**src/rtl/wm_pkg.sv**
```systemverilog
// Shared state encoding for the wash controller and its minute timer.
package wm_pkg;

  localparam int STATE_W = 3;

  typedef enum logic [STATE_W-1:0] {
    ST_IDLE     = 3'd0,
    ST_FILLING  = 3'd1,
    ST_WASHING  = 3'd2,
    ST_RINSING  = 3'd3,
    ST_SPINNING = 3'd4
  } wm_state_e;

endpackage

```
**src/rtl/wash_controller.sv**
```systemverilog
// Washing-machine sequencer: fill, wash, rinse, spin, driven by timer expiry flags.
// Define WM_DOUBLE_WASH_EN to enable the optional second wash/rinse pass.
module wash_controller
  import wm_pkg::*;
#(
  parameter int STATE_W = wm_pkg::STATE_W
) (
  input  logic               clk,
  input  logic               rst,
  input  logic               coin_in,
  input  logic               double_wash,
  input  logic               timer_pause,
  input  logic               minutes_1,
  input  logic               minutes_2,
  input  logic               minutes_5,
  output logic [STATE_W-1:0] current_state,
  output logic               wash_done,
  output logic               busy
);

  wm_state_e r_state;
  logic      r_wash_done;
  logic      r_busy;

`ifdef WM_DOUBLE_WASH_EN
  logic      r_dw;
  logic      r_pass;
`else
  logic      w_unused_dw;
  assign w_unused_dw = double_wash;
`endif

  always_ff @(posedge clk or negedge rst) begin
    if (!rst) begin
      r_state     <= ST_IDLE;
      r_wash_done <= 1'b0;
      r_busy      <= 1'b0;
`ifdef WM_DOUBLE_WASH_EN
      r_dw        <= 1'b0;
      r_pass      <= 1'b0;
`endif
    end else begin
      r_wash_done <= 1'b0;
      case (r_state)
        ST_IDLE: begin
          if (coin_in) begin
            r_state <= ST_FILLING;
            r_busy  <= 1'b1;
`ifdef WM_DOUBLE_WASH_EN
            r_dw    <= double_wash;
            r_pass  <= 1'b0;
`endif
          end
        end
        ST_FILLING: begin
          if (minutes_2) r_state <= ST_WASHING;
        end
        ST_WASHING: begin
          if (minutes_5) r_state <= ST_RINSING;
        end
        ST_RINSING: begin
          if (minutes_2) begin
`ifdef WM_DOUBLE_WASH_EN
            // Only one extra wash pass, then always on to spin.
            if (r_dw && !r_pass) begin
              r_state <= ST_WASHING;
              r_pass  <= 1'b1;
            end else begin
              r_state <= ST_SPINNING;
            end
`else
            r_state <= ST_SPINNING;
`endif
          end
        end
        ST_SPINNING: begin
          if (minutes_1 && !timer_pause) begin
            r_state     <= ST_IDLE;
            r_busy      <= 1'b0;
            r_wash_done <= 1'b1;
          end
        end
        default: begin
          // Corrupt encodings recover silently, without a completion pulse.
          r_state <= ST_IDLE;
          r_busy  <= 1'b0;
        end
      endcase
    end
  end

  assign current_state = STATE_W'(r_state);
  assign wash_done     = r_wash_done;
  assign busy          = r_busy;

endmodule

```
**config.mk**
```make
export PLATFORM = sky130hd
export DESIGN_NAME = wash_controller
export DESIGN_NICKNAME = d
export VERILOG_FILES = /design/src/rtl/wm_pkg.sv /design/src/rtl/wash_controller.sv
export SDC_FILE = /design/constraint.sdc
export NUM_CORES = 1
export LEC_CHECK = 0
export ABC_AREA = 1
export BUFFER_PORTS_ARGS = -buffer_cell sky130_fd_sc_hd__buf_4
export CAP_MARGIN = 20
export CORE_AREA = 2 2 39 41
export CTS_CLUSTER_SIZE = 24
export DETAILED_ROUTE_END_ITERATION = 10
export DIE_AREA = 0 0 41 43
export HOLD_SLACK_MARGIN = 0.03
export PLACE_DENSITY = 0.44
export REMOVE_ABC_BUFFERS = 1
export SYNTH_ARGS = -nofsm -noshare
export SYNTH_HDL_FRONTEND = slang
export SYNTH_SLANG_ARGS = --single-unit
```
**constraint.sdc**
```tcl
create_clock -name clk -period 1.7 [get_ports clk]
set_clock_uncertainty 0.2 [all_clocks]
set_input_delay 0.17 -clock clk [delete_from_list [all_inputs] [get_ports clk]]
set_output_delay 0.17 -clock clk [all_outputs]
set_load 0.1 [all_outputs]
```
# Yosys cells after proc, flatten, opt, wreduce, memory -nomap -nowiden
# Index checks and enable logic that the tools add are counted.
# totals
reg_bits,5
wordCells,30
out_inout_bits,5
in_bits,8
# op_classes
n_reduce_logical,6
n_eq_ne,9
n_bitwise,1
muxes,11
# op_table
op,count
$mux W3,5
$pmux W3 S5,1
$ne A2 B2 Y1 const B,5
$eq A3 B2 Y1 const B,2
$reduce_and A5 Y1,1
$mux W1,4
$eq A3 B1 Y1 const B,1
$eq A3 B3 Y1 const B,1
$logic_not A3 Y1,1
$pmux W1 S3,1
$reduce_and A3 Y1,1
$reduce_or A3 Y1,1
$logic_and A1 B1 Y1,1
$logic_not A1 Y1,1
$not A1 Y1,1

# Longest topological paths before layout
# depth
word_depth,4
mapped_depth,7

# Least setup slack after synthesis
# No wires, ideal clock.
# synth_path
path_type,reg2reg
startpoint,"register r_state[0], in the netlist current_state[0]"
endpoint,"register r_state[1], in the netlist current_state[1]"
slack_ns,-0.179
arrival_time_ns,1.554
required_time_ns,1.374
n_path_buf,0
path_stages_with_launch,6
cell_sequence,dfrtp_1 nor2_2 nand3_1 nand2_1 o21ai_0 nand2_1
# synth_between
elab_chain_len,3
elab_cells_between_ends,12
cone_classes,eq/ne: 9; mux: 1; reduce/logical: 2
# synth_rtl
item,line,rtl
"start, declared",wash_controller.sv:21,wm_state_e r_state;
"start signal, assigned",wash_controller.sv:35,r_state <= ST_IDLE;
"start signal, assigned",wash_controller.sv:47,r_state <= ST_FILLING;
"start signal, assigned",wash_controller.sv:56,if (minutes_2) r_state <= ST_WASHING;
"$eq A3 B2 Y1, or another cell as far along",wash_controller.sv:44,case (r_state)
$ne A2 B2 Y1 (no line),-,
$reduce_and A5 Y1 (no line),-,
# Parallel ways exist; a longest one is shown, timed or not.
# A chain may end at the register's enable or synchronous reset.

# Worst setup path after layout
# layout_path
startpoint,"register r_state[1], in the netlist current_state[1]"
endpoint,output port current_state[1]
# layout_rtl
item,line,rtl
"end, declared",wash_controller.sv:16,"output logic [STATE_W-1:0] current_state,"
# No word-level cell between the ends.

==> metrics.txt <==
status=completed; Yosys Warn Count=0; most frequent cell after synthesis=nand2_1; synthesized flop and latch total=5; RSZ-0062 raised after global routing=no; met1 Use GR=0.139; Ports=13; row cnt=14; vias per inst=4.07; Post-Synthesis Cell Area=283 um^2; routed wire length=653 um; clock slew at reported path FFs=0.04 ns; initial antenna violation count=0; CTS tree=built; Die X-Extent=41 um; drt wl/cell=about 8.9 um; GRT met2 Usage=0.138; GRT Util Overall=0.109; Post-synth EDFFs=0; Critical Path Start Type=flip-flop; top cell type by total area after synthesis=dfrtp_1; CP Cell Sequence=buf_4; reg2reg start=current_state[0]$_DFFE_PN0P_; largest cells by area after synthesis=dfrtp_1 (44%), nand2_1 (17%), nand3_2 (7.1%), nand3_1 (5.3%), o21ai_0 (5.3%); minimum clock period=roughly 1.5 ns; drc violations=0; vias in the first global route=~290; predominant post-synthesis flop cell=dfrtp_1; largest net degree at the start of global routing=10; first-pass GRT wire length=1230 um; R2R depth=6; Die ar.=~0.0018 mm^2; Clk Latency, worst-skew pair=around 0.24 ns; max-slew violations=0; Mapped Cells=38; # fillers=156; final worst-path cycle share=0.865; Routed Antenna Nets=0; Max Fclk=slightly below 700 MHz; Rel. slew slack=0.803; total gr overflow=0; CP Buf/Inv Count=1; register area share after synthesis=0.442; CP required=around 1.3 ns; hpwl dp=between 400 and 500 um; TritonCTS Buffers=3; cell family with most CP delay=flip-flops; HP Class=in2async; worst r2r dst=current_state[0]$_DFFE_PN0P_; Worst Tran Pin Value=between 0.2 and 0.3 ns; PortBufs=11; grt peak-use layer=met1; Core Area=~0.0014 mm^2; GP Congestion=roughly 0.77; PostCTS Resize Cnt=0; GR Layer Usage met3=0.0314; antenna cells=0; CTS Sinks=5; Avg Inst Size Synth=7.44 um^2; crit path kind=reg2out; chip height=approximately 43 um; layout cell share with drive strength beyond 1=0.368; Nets=66; Max clock buf depth=2; Yosys top cell area share=0.442; crit-path max FO=9; first drt pass iteration count=4; Final setup viols=0; R2R setup slack=just over 0.3 ns; initial DRC count=1; distinct cell type count after synthesis=12; vias post-DR=297; slowest stage cell, crit path=dfrtp_1; CTS root buf=clkbuf_4; critical path endpoint category=output pin; CP peak stage delay=approximately 0.50 ns; # Max-Cap Violations=0; cell area after layout=between 400 and 500 um^2; Initial Util=0.204; CTS H-tree lvls=1; placed cell areas=385 um^2; Worst Path Arrival=between 1 and 1.5 ns; final hold vios=0; top post-synthesis cells by count=nand2_1 (13), dfrtp_1 (5), inv_1 (3), nand3_1 (3), o21ai_0 (3); Async SR Flop Fraction=1.00; Area Growth Syn to Fin=59.7%
==> layout by cell type, fill, tap and decap left out <==
cell type      instances
inv_1                  3
o21ai_0                3
nor4_1                 1
buf_4                 11
clkbuf_1               1
nand2_2                1
inv_2                  2
clkbuf_4               3
nand2_1               13
nand3_1                3
nand3b_1               1
nand3_2                2
nor2_2                 2
dfrtp_1                5
dlygate4sd3_1          4
nor2_1                 2
==> how the worst max path moves through the flow <==
stage / from / to / slack [ns] / cells past startpoint
final: current_state[1]$_DFFE_PN0P_ / current_state[1] / 0.23 / 1
after global routing: current_state[0]$_DFFE_PN0P_ / current_state[1]$_DFFE_PN0P_ / 0.16 / 6
after CTS: current_state[1]$_DFFE_PN0P_ / current_state[1] / 0.22 / 1
after detailed placement: current_state[0]$_DFFE_PN0P_ / current_state[1]$_DFFE_PN0P_ / 0.30 / 6
after global placement: current_state[0]$_DFFE_PN0P_ / current_state[1]$_DFFE_PN0P_ / 0.29 / 6
after floorplan: current_state[0]$_DFFE_PN0P_ / current_state[1]$_DFFE_PN0P_ / -0.18 / 5
==> sequential cells by signal (all words and copies together), names as in the netlist <==
signal / flops
current_state: 3
wash_done: 1
busy: 1
==> cells by family after synthesis <==
group	share of synthesized area
flops	0.442
compound gates	0.0531
buf+inv	0.0664
simple gates	0.438
==> layer usage <==
layer,part of all wire,vias up
met2,0.45,9
met4,0.021,0
met5,0,-
met1,0.46,127
li1,-,159
met3,0.060,2
==> per-stage QoR <==
stage	setup slack (ns)	hold WS, ns	setup TNS, ns	std cells	util
2_1_floorplan	-0.179	-0.326	-0.589	38	-
5_1_grt	0.162	0.0826	0	73	0.326
6_report	0.230	0.0705	0	73	0.326
4_1_cts	0.217	0.0621	0	73	0.326
3_5_place_dp	0.305	-0.224	0	65	0.278
3_3_place_gp	0.287	-0.224	0	65	0.278
==> layout make-up <==
type                    count  area, um^2  area share
clock buffers               4        26.3      0.0582
inverters                   5        18.8      0.0416
multi-input cells          28         139       0.307
flip-flops and latches      5         125       0.277
well taps                  16        20.0      0.0443
repair buffers             15         123       0.271
==> what timing repair did <==
item,CTS,global route
endpoints found under the hold margin,7,0
hold buffers,4,0
buffers inserted,0,0
Power is not shown: default switching activity piles up to over one toggle a cycle in this logic, so the estimate is an artifact.
